$ cat config.mk
export PLATFORM = sky130hd
export DESIGN_NAME = id_ex_stage_flat
export DESIGN_NICKNAME = d
export VERILOG_FILES = /design/src/rtl/core_pkg.sv /design/src/rtl/id_ex_stage_if.sv /design/src/rtl/forward_select.sv /design/src/rtl/id_ex_stage.sv /design/src/flat_wrapper.sv
export SDC_FILE = /design/constraint.sdc
export NUM_CORES = 1
export LEC_CHECK = 0
export CAP_MARGIN = 25
export CELL_PAD_IN_SITES_DETAIL_PLACEMENT = 0
export CELL_PAD_IN_SITES_GLOBAL_PLACEMENT = 1
export CORE_MARGIN = 2
export CORE_UTILIZATION = 37
export CTS_BUF_LIST = sky130_fd_sc_hd__clkbuf_8
export DETAILED_ROUTE_END_ITERATION = 8
export GPL_TIMING_DRIVEN = 0
export PLACE_DENSITY = 0.95
export SLEW_MARGIN = 20
export SYNTH_ARGS = -nofsm -noshare
export SYNTH_HDL_FRONTEND = slang
export SYNTH_SLANG_ARGS = --single-unit
$ cat constraint.sdc
create_clock -name clk -period 14.5 [get_ports clk]
set_clock_uncertainty 0.05 [all_clocks]
set_input_delay 2.9 -clock clk [delete_from_list [all_inputs] [get_ports clk]]
set_output_delay 2.9 -clock clk [all_outputs]
set_load 0.02 [all_outputs]
$ cat src/rtl/core_pkg.sv
// core_pkg: types shared by the segmented RISC-V pipeline stages.
// Contents: forwarding select codes, ID/EX stage states, control bundle + BUBBLE.
package core_pkg;

    // ALU operand mux select: register data, WB mux result,
    // EX/MEM register result, or zero/immediate alternative.
    typedef enum logic [1:0] {
        FWD_REG = 2'd0,
        FWD_WB  = 2'd1,
        FWD_MEM = 2'd2,
        FWD_ALT = 2'd3
    } fwd_sel_t;

    typedef enum logic {
        NORMAL  = 1'b0,
        STALLED = 1'b1
    } stage_state_t;

    typedef struct packed {
        logic valid;
        logic reg_write;
        logic mem_read;
        logic mem_write;
        logic mem_to_reg;
    } ctrl_t;

    localparam ctrl_t BUBBLE = '{
        valid:      1'b0,
        reg_write:  1'b0,
        mem_read:   1'b0,
        mem_write:  1'b0,
        mem_to_reg: 1'b0
    };

endpackage

$ cat src/rtl/id_ex_stage_if.sv
// id_ex_stage_if: Decode-side inputs and Execute-side outputs of the ID/EX register.
// Ports: id_* decoded instruction, mem_* EX/MEM producer, flush; stall, ex_*, counters out.
interface id_ex_stage_if #(
    parameter int data_bits     = 32,
    parameter int reg_addr_bits = 5,
    parameter int alu_op_bits   = 4,
    parameter int count_bits    = 32
);
    logic                     id_valid;
    logic [reg_addr_bits-1:0] id_rs1_addr;
    logic [reg_addr_bits-1:0] id_rs2_addr;
    logic [reg_addr_bits-1:0] id_rd_addr;
    logic [data_bits-1:0]     id_rs1_data;
    logic [data_bits-1:0]     id_rs2_data;
    logic [data_bits-1:0]     id_immediate;
    logic [alu_op_bits-1:0]   id_alu_operation;
    logic                     id_alu_src_imm;
    logic                     id_op1_zero;
    logic                     id_reg_write;
    logic                     id_mem_read;
    logic                     id_mem_write;
    logic                     id_mem_to_reg;
    logic [reg_addr_bits-1:0] mem_rd_addr;
    logic                     mem_reg_write;
    logic                     flush;

    logic                     stall;
    logic                     ex_valid;
    logic [data_bits-1:0]     ex_rs1_data;
    logic [data_bits-1:0]     ex_rs2_data;
    logic [data_bits-1:0]     ex_immediate;
    logic [reg_addr_bits-1:0] ex_rd_addr;
    logic [alu_op_bits-1:0]   ex_alu_operation;
    logic [1:0]               ex_fwd_sel_1;
    logic [1:0]               ex_fwd_sel_2;
    logic [1:0]               ex_store_fwd_sel;
    logic                     ex_reg_write;
    logic                     ex_mem_read;
    logic                     ex_mem_write;
    logic                     ex_mem_to_reg;
    logic [count_bits-1:0]    stall_count;
    logic [count_bits-1:0]    flush_count;

    modport master (
        output id_valid, id_rs1_addr, id_rs2_addr, id_rd_addr,
        output id_rs1_data, id_rs2_data, id_immediate, id_alu_operation,
        output id_alu_src_imm, id_op1_zero,
        output id_reg_write, id_mem_read, id_mem_write, id_mem_to_reg,
        output mem_rd_addr, mem_reg_write, flush,
        input  stall, ex_valid, ex_rs1_data, ex_rs2_data, ex_immediate,
        input  ex_rd_addr, ex_alu_operation,
        input  ex_fwd_sel_1, ex_fwd_sel_2, ex_store_fwd_sel,
        input  ex_reg_write, ex_mem_read, ex_mem_write, ex_mem_to_reg,
        input  stall_count, flush_count
    );

    modport slave (
        input  id_valid, id_rs1_addr, id_rs2_addr, id_rd_addr,
        input  id_rs1_data, id_rs2_data, id_immediate, id_alu_operation,
        input  id_alu_src_imm, id_op1_zero,
        input  id_reg_write, id_mem_read, id_mem_write, id_mem_to_reg,
        input  mem_rd_addr, mem_reg_write, flush,
        output stall, ex_valid, ex_rs1_data, ex_rs2_data, ex_immediate,
        output ex_rd_addr, ex_alu_operation,
        output ex_fwd_sel_1, ex_fwd_sel_2, ex_store_fwd_sel,
        output ex_reg_write, ex_mem_read, ex_mem_write, ex_mem_to_reg,
        output stall_count, flush_count
    );

endinterface

$ cat src/rtl/forward_select.sv
// forward_select: picks the youngest in-flight producer of one source register.
// Ports: rs_addr; ex_rd_addr/ex_reg_write (EX); mem_rd_addr/mem_reg_write (MEM); sel out.
module forward_select
    import core_pkg::*;
#(
    parameter int reg_addr_bits = 5
) (
    input  logic [reg_addr_bits-1:0] rs_addr,
    input  logic [reg_addr_bits-1:0] ex_rd_addr,
    input  logic                     ex_reg_write,
    input  logic [reg_addr_bits-1:0] mem_rd_addr,
    input  logic                     mem_reg_write,
    output fwd_sel_t                 sel
);

    // The instruction entering EX next cycle sees today's EX producer
    // in EX/MEM, and today's MEM producer on the WB mux.
    always_comb begin
        sel = FWD_REG;
        if (rs_addr != '0) begin
            if (ex_reg_write && ex_rd_addr == rs_addr) begin
                sel = FWD_MEM;
            end else if (mem_reg_write && mem_rd_addr == rs_addr) begin
                sel = FWD_WB;
            end
        end
    end

endmodule

$ cat src/rtl/id_ex_stage.sv
// id_ex_stage: ID/EX pipeline register with early forwarding selects and load-use stall.
// Ports: clk, reset (async, active-high), bus (id_ex_stage_if.slave).
module id_ex_stage
    import core_pkg::*;
#(
    parameter int data_bits     = 32,
    parameter int reg_addr_bits = 5,
    parameter int alu_op_bits   = 4,
    parameter int count_bits    = 32
) (
    input  logic         clk,
    input  logic         reset,
    id_ex_stage_if.slave bus
);

    stage_state_t state_q;
    stage_state_t state_d;

    ctrl_t                    ex_ctrl_q;
    ctrl_t                    id_ctrl;
    logic [reg_addr_bits-1:0] ex_rd_q;
    logic [data_bits-1:0]     ex_rs1_q;
    logic [data_bits-1:0]     ex_rs2_q;
    logic [data_bits-1:0]     ex_imm_q;
    logic [alu_op_bits-1:0]   ex_op_q;
    fwd_sel_t                 sel_1_q;
    fwd_sel_t                 sel_2_q;
    fwd_sel_t                 store_sel_q;
    logic [count_bits-1:0]    stall_cnt_q;
    logic [count_bits-1:0]    flush_cnt_q;

    fwd_sel_t fwd_1;
    fwd_sel_t fwd_2;
    fwd_sel_t sel_1_d;
    fwd_sel_t sel_2_d;

    logic rs1_used;
    logic rs2_used;
    logic hazard;
    logic stall;
    logic insert_bubble;
    logic load_id;

    forward_select #(
        .reg_addr_bits(reg_addr_bits)
    ) u_fwd_1 (
        .rs_addr      (bus.id_rs1_addr),
        .ex_rd_addr   (ex_rd_q),
        .ex_reg_write (ex_ctrl_q.reg_write),
        .mem_rd_addr  (bus.mem_rd_addr),
        .mem_reg_write(bus.mem_reg_write),
        .sel          (fwd_1)
    );

    forward_select #(
        .reg_addr_bits(reg_addr_bits)
    ) u_fwd_2 (
        .rs_addr      (bus.id_rs2_addr),
        .ex_rd_addr   (ex_rd_q),
        .ex_reg_write (ex_ctrl_q.reg_write),
        .mem_rd_addr  (bus.mem_rd_addr),
        .mem_reg_write(bus.mem_reg_write),
        .sel          (fwd_2)
    );

    assign sel_1_d = bus.id_op1_zero    ? FWD_ALT : fwd_1;
    assign sel_2_d = bus.id_alu_src_imm ? FWD_ALT : fwd_2;

    // Stores read rs2 even when operand 2 is the immediate.
    assign rs1_used = !bus.id_op1_zero;
    assign rs2_used = !bus.id_alu_src_imm || bus.id_mem_write;

    assign hazard = ex_ctrl_q.valid && ex_ctrl_q.mem_read
                 && ex_rd_q != '0 && bus.id_valid
                 && ((rs1_used && ex_rd_q == bus.id_rs1_addr)
                  || (rs2_used && ex_rd_q == bus.id_rs2_addr));

    // Control is gated by id_valid so an empty Decode slot
    // cannot leak stray write enables into later stages.
    always_comb begin
        id_ctrl            = BUBBLE;
        id_ctrl.valid      = bus.id_valid;
        id_ctrl.reg_write  = bus.id_valid & bus.id_reg_write;
        id_ctrl.mem_read   = bus.id_valid & bus.id_mem_read;
        id_ctrl.mem_write  = bus.id_valid & bus.id_mem_write;
        id_ctrl.mem_to_reg = bus.id_valid & bus.id_mem_to_reg;
    end

    always_comb begin
        state_d       = state_q;
        stall         = 1'b0;
        insert_bubble = 1'b0;
        load_id       = 1'b0;
        if (bus.flush) begin
            insert_bubble = 1'b1;
            state_d       = NORMAL;
        end else begin
            unique case (state_q)
                NORMAL: begin
                    if (hazard) begin
                        stall         = 1'b1;
                        insert_bubble = 1'b1;
                        state_d       = STALLED;
                    end else begin
                        load_id = 1'b1;
                        state_d = NORMAL;
                    end
                end
                STALLED: begin
                    // EX holds the bubble, so hazard is normally low here;
                    // it is still honoured rather than assumed away.
                    if (hazard) begin
                        stall         = 1'b1;
                        insert_bubble = 1'b1;
                        state_d       = STALLED;
                    end else begin
                        load_id = 1'b1;
                        state_d = NORMAL;
                    end
                end
            endcase
        end
    end

    always_ff @(posedge clk or posedge reset) begin
        if (reset) begin
            state_q     <= NORMAL;
            ex_ctrl_q   <= BUBBLE;
            ex_rd_q     <= '0;
            ex_rs1_q    <= '0;
            ex_rs2_q    <= '0;
            ex_imm_q    <= '0;
            ex_op_q     <= '0;
            sel_1_q     <= FWD_REG;
            sel_2_q     <= FWD_REG;
            store_sel_q <= FWD_REG;
        end else begin
            state_q <= state_d;
            if (insert_bubble) begin
                // Data fields are left alone to avoid needless toggling.
                ex_ctrl_q <= BUBBLE;
                ex_rd_q   <= '0;
            end else if (load_id) begin
                ex_ctrl_q   <= id_ctrl;
                ex_rd_q     <= bus.id_valid ? bus.id_rd_addr : '0;
                ex_rs1_q    <= bus.id_rs1_data;
                ex_rs2_q    <= bus.id_rs2_data;
                ex_imm_q    <= bus.id_immediate;
                ex_op_q     <= bus.id_alu_operation;
                sel_1_q     <= sel_1_d;
                sel_2_q     <= sel_2_d;
                store_sel_q <= fwd_2;
            end
        end
    end

    always_ff @(posedge clk or posedge reset) begin
        if (reset) begin
            stall_cnt_q <= '0;
            flush_cnt_q <= '0;
        end else begin
            if (stall && stall_cnt_q != '1) begin
                stall_cnt_q <= stall_cnt_q + 1'b1;
            end
            if (bus.flush && flush_cnt_q != '1) begin
                flush_cnt_q <= flush_cnt_q + 1'b1;
            end
        end
    end

    assign bus.stall            = stall;
    assign bus.ex_valid         = ex_ctrl_q.valid;
    assign bus.ex_reg_write     = ex_ctrl_q.reg_write;
    assign bus.ex_mem_read      = ex_ctrl_q.mem_read;
    assign bus.ex_mem_write     = ex_ctrl_q.mem_write;
    assign bus.ex_mem_to_reg    = ex_ctrl_q.mem_to_reg;
    assign bus.ex_rd_addr       = ex_rd_q;
    assign bus.ex_rs1_data      = ex_rs1_q;
    assign bus.ex_rs2_data      = ex_rs2_q;
    assign bus.ex_immediate     = ex_imm_q;
    assign bus.ex_alu_operation = ex_op_q;
    assign bus.ex_fwd_sel_1     = sel_1_q;
    assign bus.ex_fwd_sel_2     = sel_2_q;
    assign bus.ex_store_fwd_sel = store_sel_q;
    assign bus.stall_count      = stall_cnt_q;
    assign bus.flush_count      = flush_cnt_q;

endmodule

$ cat src/flat_wrapper.sv
// flat-port wrapper written by rule: the top's interface ports become plain ports
module id_ex_stage_flat import core_pkg::*;
#(
    parameter int data_bits     = 32,
    parameter int reg_addr_bits = 5,
    parameter int alu_op_bits   = 4,
    parameter int count_bits    = 32
)
  (clk, reset, bus_id_valid, bus_id_rs1_addr, bus_id_rs2_addr, bus_id_rd_addr, bus_id_rs1_data, bus_id_rs2_data, bus_id_immediate, bus_id_alu_operation, bus_id_alu_src_imm, bus_id_op1_zero, bus_id_reg_write, bus_id_mem_read, bus_id_mem_write, bus_id_mem_to_reg, bus_mem_rd_addr, bus_mem_reg_write, bus_flush, bus_stall, bus_ex_valid, bus_ex_rs1_data, bus_ex_rs2_data, bus_ex_immediate, bus_ex_rd_addr, bus_ex_alu_operation, bus_ex_fwd_sel_1, bus_ex_fwd_sel_2, bus_ex_store_fwd_sel, bus_ex_reg_write, bus_ex_mem_read, bus_ex_mem_write, bus_ex_mem_to_reg, bus_stall_count, bus_flush_count);
  id_ex_stage_if #(.data_bits(data_bits), .reg_addr_bits(reg_addr_bits), .alu_op_bits(alu_op_bits), .count_bits(count_bits)) bus_i ();
  input  logic clk;
  input  logic reset;
  input wire logic [$bits(bus_i.id_valid)-1:0] bus_id_valid;
  input wire logic [$bits(bus_i.id_rs1_addr)-1:0] bus_id_rs1_addr;
  input wire logic [$bits(bus_i.id_rs2_addr)-1:0] bus_id_rs2_addr;
  input wire logic [$bits(bus_i.id_rd_addr)-1:0] bus_id_rd_addr;
  input wire logic [$bits(bus_i.id_rs1_data)-1:0] bus_id_rs1_data;
  input wire logic [$bits(bus_i.id_rs2_data)-1:0] bus_id_rs2_data;
  input wire logic [$bits(bus_i.id_immediate)-1:0] bus_id_immediate;
  input wire logic [$bits(bus_i.id_alu_operation)-1:0] bus_id_alu_operation;
  input wire logic [$bits(bus_i.id_alu_src_imm)-1:0] bus_id_alu_src_imm;
  input wire logic [$bits(bus_i.id_op1_zero)-1:0] bus_id_op1_zero;
  input wire logic [$bits(bus_i.id_reg_write)-1:0] bus_id_reg_write;
  input wire logic [$bits(bus_i.id_mem_read)-1:0] bus_id_mem_read;
  input wire logic [$bits(bus_i.id_mem_write)-1:0] bus_id_mem_write;
  input wire logic [$bits(bus_i.id_mem_to_reg)-1:0] bus_id_mem_to_reg;
  input wire logic [$bits(bus_i.mem_rd_addr)-1:0] bus_mem_rd_addr;
  input wire logic [$bits(bus_i.mem_reg_write)-1:0] bus_mem_reg_write;
  input wire logic [$bits(bus_i.flush)-1:0] bus_flush;
  output wire logic [$bits(bus_i.stall)-1:0] bus_stall;
  output wire logic [$bits(bus_i.ex_valid)-1:0] bus_ex_valid;
  output wire logic [$bits(bus_i.ex_rs1_data)-1:0] bus_ex_rs1_data;
  output wire logic [$bits(bus_i.ex_rs2_data)-1:0] bus_ex_rs2_data;
  output wire logic [$bits(bus_i.ex_immediate)-1:0] bus_ex_immediate;
  output wire logic [$bits(bus_i.ex_rd_addr)-1:0] bus_ex_rd_addr;
  output wire logic [$bits(bus_i.ex_alu_operation)-1:0] bus_ex_alu_operation;
  output wire logic [$bits(bus_i.ex_fwd_sel_1)-1:0] bus_ex_fwd_sel_1;
  output wire logic [$bits(bus_i.ex_fwd_sel_2)-1:0] bus_ex_fwd_sel_2;
  output wire logic [$bits(bus_i.ex_store_fwd_sel)-1:0] bus_ex_store_fwd_sel;
  output wire logic [$bits(bus_i.ex_reg_write)-1:0] bus_ex_reg_write;
  output wire logic [$bits(bus_i.ex_mem_read)-1:0] bus_ex_mem_read;
  output wire logic [$bits(bus_i.ex_mem_write)-1:0] bus_ex_mem_write;
  output wire logic [$bits(bus_i.ex_mem_to_reg)-1:0] bus_ex_mem_to_reg;
  output wire logic [$bits(bus_i.stall_count)-1:0] bus_stall_count;
  output wire logic [$bits(bus_i.flush_count)-1:0] bus_flush_count;
  assign bus_i.id_valid = bus_id_valid;
  assign bus_i.id_rs1_addr = bus_id_rs1_addr;
  assign bus_i.id_rs2_addr = bus_id_rs2_addr;
  assign bus_i.id_rd_addr = bus_id_rd_addr;
  assign bus_i.id_rs1_data = bus_id_rs1_data;
  assign bus_i.id_rs2_data = bus_id_rs2_data;
  assign bus_i.id_immediate = bus_id_immediate;
  assign bus_i.id_alu_operation = bus_id_alu_operation;
  assign bus_i.id_alu_src_imm = bus_id_alu_src_imm;
  assign bus_i.id_op1_zero = bus_id_op1_zero;
  assign bus_i.id_reg_write = bus_id_reg_write;
  assign bus_i.id_mem_read = bus_id_mem_read;
  assign bus_i.id_mem_write = bus_id_mem_write;
  assign bus_i.id_mem_to_reg = bus_id_mem_to_reg;
  assign bus_i.mem_rd_addr = bus_mem_rd_addr;
  assign bus_i.mem_reg_write = bus_mem_reg_write;
  assign bus_i.flush = bus_flush;
  assign bus_stall = bus_i.stall;
  assign bus_ex_valid = bus_i.ex_valid;
  assign bus_ex_rs1_data = bus_i.ex_rs1_data;
  assign bus_ex_rs2_data = bus_i.ex_rs2_data;
  assign bus_ex_immediate = bus_i.ex_immediate;
  assign bus_ex_rd_addr = bus_i.ex_rd_addr;
  assign bus_ex_alu_operation = bus_i.ex_alu_operation;
  assign bus_ex_fwd_sel_1 = bus_i.ex_fwd_sel_1;
  assign bus_ex_fwd_sel_2 = bus_i.ex_fwd_sel_2;
  assign bus_ex_store_fwd_sel = bus_i.ex_store_fwd_sel;
  assign bus_ex_reg_write = bus_i.ex_reg_write;
  assign bus_ex_mem_read = bus_i.ex_mem_read;
  assign bus_ex_mem_write = bus_i.ex_mem_write;
  assign bus_ex_mem_to_reg = bus_i.ex_mem_to_reg;
  assign bus_stall_count = bus_i.stall_count;
  assign bus_flush_count = bus_i.flush_count;
  id_ex_stage #(.data_bits(data_bits), .reg_addr_bits(reg_addr_bits), .alu_op_bits(alu_op_bits), .count_bits(count_bits)) u_core (.clk(clk), .reset(reset), .bus(bus_i));
endmodule
==> After elaboration in Yosys (flattened, before gate mapping) <==
Cells that the tools add are included.
Widths: inputs -> output; s select.
{ "word_totals": {"regBits": 180, "latchBits": 0, "ram_bits": 0, "romBits": 0, "mem_count": 0} }
{ "classes": {"add_sub_neg": 2, "mul": 0, "div": 0, "n_lt_le_gt_ge": 0, "eq_ne": 6, "n_shift": 0, "n_mux": 18, "bitwise": 5, "n_reduce_logical": 21} }
{ "ops": {"columns": ["op", "count"], "rows": [
  ["$add 32x1->32 const B", 2],
  ["$ne 32x32->1 const B", 2],
  ["$mux 5", 5],
  ["$eq 5x5->1", 4],
  ["$reduce_bool 5->1", 3],
  ["$logic_and 1x1->1", 12],
  ["$mux 2", 6],
  ["$mux 1", 7],
  ["$and 1x1->1", 4],
  ["$logic_not 1->1", 2],
  ["$logic_or 1x1->1", 2],
  ["$reduce_and 2->1", 1],
  ["$reduce_bool 2->1", 1],
  ["$not 1->1", 1]
]} }

==> Longest topological paths before layout <==
{ "logic_depth": {"ltp_word": 9, "depth_mapped": 8, "depth_no_buf": 7} }

==> Cells and area by module <==
Synthesis repeated with hierarchy kept, for this count alone.
{ "hier_totals": {"cells_unflattened": 594, "area_unflattened_um2": 8094.0} }
{ "by_module_without_submodules": {"columns": ["mod", "n_inst", "cells_per_inst", "area_each_um2", "seq_area_each_um2"], "rows": [
  ["id_ex_stage", 1, 558, 7828.8, 4504.3],
  ["forward_select", 2, 18, 132.6, 0.0]
]} }

==> Worst setup path after synthesis <==
No wires, ideal clock.
{ "synth_path": {"path_type": "input to output", "start": "input port bus_id_rs1_addr[4]", "end": "output port bus_stall", "arrival_time_ps": 4190, "required_ps": 11550, "path_slack_ps": 7360, "path_stages": 6, "path_buffers": 1, "path_cell_list": "xnor2_1 > nand3_1 > o32a_1 > or2_4 > buf_6 > nor2_1"} }
{ "synth_via": {"elab_chain_len": 6} }
{ "synth_lines": {"columns": ["item", "line_no", "rtl"], "rows": [
  ["from (decl)", "flat_wrapper.sv:14", "input wire logic [$bits(bus_i.id_rs1_addr)-1:0] bus_id_rs1_addr;"],
  ["$eq 5x5->1", "id_ex_stage.sv:75", "&& ((rs1_used && ex_rd_q == bus.id_rs1_addr)"],
  ["$logic_and 1x1->1", "id_ex_stage.sv:75", null],
  ["$logic_or 1x1->1", "id_ex_stage.sv:76", "|| (rs2_used && ex_rd_q == bus.id_rs2_addr));"],
  ["$logic_and 1x1->1", "id_ex_stage.sv:75", null],
  ["$mux 1", "id_ex_stage.sv:100, id_ex_stage.sv:112", null],
  ["$mux 1", "id_ex_stage.sv:94", "if (bus.flush) begin"],
  ["to (decl)", "flat_wrapper.sv:30", "output wire logic [$bits(bus_i.stall)-1:0] bus_stall;"]
]} }
Every way passes these cells.

==> Worst setup path in the final report <==
{ "layout_path": {"start": "input port bus_id_rs1_addr[2]", "end": "output port bus_stall"} }
The elaborated chain is that of the path after synthesis.

==> summary.txt <==
Status
  – Status: complete, no violations

GRT
  – Vias in the first global route: 5,899
  – Largest net degree at the start of global routing: 94
  – Tot GR Track Use: 0.1908
  – First-pass GRT wire length: roughly 33,000 um
  – Overflow after GRT: 0
  – Initial antenna violation count: 0

Synth
  – Share of the synthesized area in the top cell type: 0.5838
  – Area leader, netlist: dfrtp_1
  – Async SR Flop Fraction: 1.000
  – Post-synthesis sequential area ratio: 0.5838
  – Post-synth EDFFs: 0
  – Xor-xnor portion of the synthesized cell area: 0.08969
  – Synth Area in Compound Gates: 0.01606
  – Top post-synthesis cells by area: dfrtp_1 58%, mux2_2 15%, xnor2_1 4.8%
  – Top FF cell, synth: dfrtp_1
  – Largest family of logic cells by synthesized area: multiplexers
  – Post-synthesis mux area share: 0.1547
  – Syn Area/Cell: 13.01 um2
  – Distinct cell type count after synthesis: between 40 and 50
  – Ys Warns: 0
  – Synthesized area: 7715 um2
  – Mapped Cells: 593
  – Simple-gate share of the synthesized area: 0.1288
  – Post-Synth Adder-Cell Area: 0.003244
  – Post-Syn Nets: 726
  – Register bit count reported by yosys: 180

Final layout
  – Area grow syn2layout: 50.21%
  – Fraction of layout cells with a size suffix above 1: 0.1750
  – Most frequent cells in the layout: 311 x clkdlybuf4s50_1, 180 x dfrtp_1, 106 x mux2_2
  – Leading cell type in the layout, fill and taps excluded: clkdlybuf4s50_1
  – Diodes inserted: 0
  – Layout net count: around 1,100

Worst setup path
  – Reg-to-Reg End: u_core.bus.ex_rs1_data[15]$_DFFE_PP0P_
  – Critical Path Source: bus_id_rs1_addr[2]
  – CP Data Required Time: approximately 12 ns
  – Critical path arrival: 5.29 ns
  – Critical path capture point type: output port
  – CP Max Fanout: 10
  – Setup Crit Path Kind: in2out
  – Worst R2R Setup Slack: between 10 and 15 ns
  – Startpoint type of the worst setup path: input port
  – R2r startpoint: u_core.bus.ex_rd_addr[1]$_DFF_PP0_
  – Path depth of the worst reg2reg path: 6

Clock network
  – Post-cts resize count: 0
  – H-tree levels: 4
  – Post-CTS Setup Inserts: 0
  – CTS tree: done
  – CTS Buf Count: 17
  – Worst-path clk slew: 0.10 ns
  – Worst skew pair latency: around 0.46 ns
  – Num Clock Sinks: 180
  – Hold_buf cts: 0
  – Clk root buf: clkbuf_8
  – Clk buf depth: 2

Placement
  – Setup WS pre-CTS: 6.246 ns
  – Final GP Congestion: 0.8251
  – I/O Buffers: 311
  – Hpwl dp: 15,940 um

Drt
  – Routed len/inst: 17.41 um
  – Drt via density: 4.883
  – Via count: 5,894
  – Post-route antenna net violation count: 0
  – First-pass iteration count of the detailed router: 4
  – Initial DRC count: 231
  – Drt drc: 0
  – DRT Wirelength: 21,020 um

STA
  – Final hold violation count: 0
  – Minimum clock period: 8.237 ns
  – Final setup viols: 0
  – Max frequency: 121.4 MHz
  – Worst-Margin Slew: around 0.99 ns
  – Slew HR: 0.3353
  – Final WS setup: about 6.3 ns
  – Setup tns final: 0 ns
  – Tcrit/Tclk final: 0.5681
  – Unrepaired setup endpoints after global routing: no
  – Fin Hold WS: between 0.4 and 0.5 ns
  – Fin. max-slew vios: 0

Floorplanning
  – # rows: 52
  – Die Area: around 22,000 um2
  – Initial core utilization: 0.3788
  – Placeable core area: between 20,000 and 25,000 um2
  – Die Ht: 148.4 um
  – IO Count: 312
  – Die W: 148.4 um

Job
  – Max-cap viol count: 0

Pwr
  – Final Power: 0.001158 W
  – Static Leak: 4.839 nW
  – Power per cell area: between 90 and 100 nW/um2
  – Peak VDD IR: roughly 0.05 mV

Min path
  – Worst hold path startpoint: u_core.bus.stall_count[31]$_DFFE_PP0P_
  – HP Class: reg2reg
  – Hold Path End: u_core.bus.stall_count[31]$_DFFE_PP0P_
  – Hold Path Depth: 1
## worst max path at each step
| stage | endpoint | slack, ns | depth (start not counted) |
|---|---|---|---|
| floorplan | u_core.bus.ex_alu_operation[0]$_DFFE_PP0P_ | 6.66 | 1 |
| global placement | u_core.bus.ex_immediate[28]$_DFFE_PP0P_ | 4.14 | 2 |
| detailed placement | bus_stall | 6.25 | 8 |
| CTS | bus_stall | 6.23 | 8 |
| global route | bus_stall | 6.17 | 8 |
| finish | bus_stall | 6.26 | 8 |
## area by class of cell
type / count / area [um2]
flip-flops and latches: 180 / 4504
well taps: 270 / 337.8
plain buffers: 19 / 148.9
inverters: 9 / 41.29
multi-input cells: 385 / 3028
clock inverters: 14 / 140.1
repair buffers: 312 / 3141
clock buffers: 18 / 247.7
fillers: 1702 / 8776
## metrics by stage
step           area [um2]  instances    util
2_1_floorplan        7715        593       -
3_3_place_gp        11170       1174  0.5483
3_5_place_dp        11200       1175  0.5500
4_1_cts             11590       1207  0.5691
5_1_grt             11590       1207  0.5691
6_report            11590       1207  0.5691
## logic make-up (layout without fill, tap and decap cells)
family | after synthesis | after routing
flip-flops | 180 | 180
XOR/XNOR | 79 | 79
AO/OA/AOI/OAI | 16 | 16
adder cells (fa/ha/maj) | 2 | 2
multiplexers | 106 | 106
buffers and inverters | 28 | 372
AND/OR/NAND/NOR | 182 | 182
## worst max-delay path, stage by stage
cell and delay [ns]:
clkdlybuf4s50_1 0.54, xnor2_1 0.14, nand3_1 0.11, o32a_1 0.42
or2_4 0.30, buf_6 0.14, nor2_1 0.11, clkdlybuf4s50_1 0.62
## power by group
part           internal [W]  switching [W]
clock              0.000132       0.000203
combinational      0.000139       0.000113
sequential         0.000541      0.0000299
total              0.000812       0.000346
## Yosys cell counts, types with 5 or more instances
library cell    n
mux2_2        106
nand3_1        31
nand4_1        24
nor4_1          9
nor3_1         22
inv_1           9
and2_1          5
xor2_1         37
nand2_1        26
nor2_1         30
xnor2_1        42
buf_6           9
a21oi_1         5
dfrtp_1       180
and3_1         16
## metal layers
| metal | GRT usage | share of wire |
|---|---|---|
| met1 | 0.2423 | 0.41 |
| met5 | 0 | 0 |
| met3 | 0.05491 | 0.064 |
| met2 | 0.3201 | 0.52 |
| met4 | 0.05333 | 0.014 |
No activity file was read; power rests on OpenSTA's default activity.
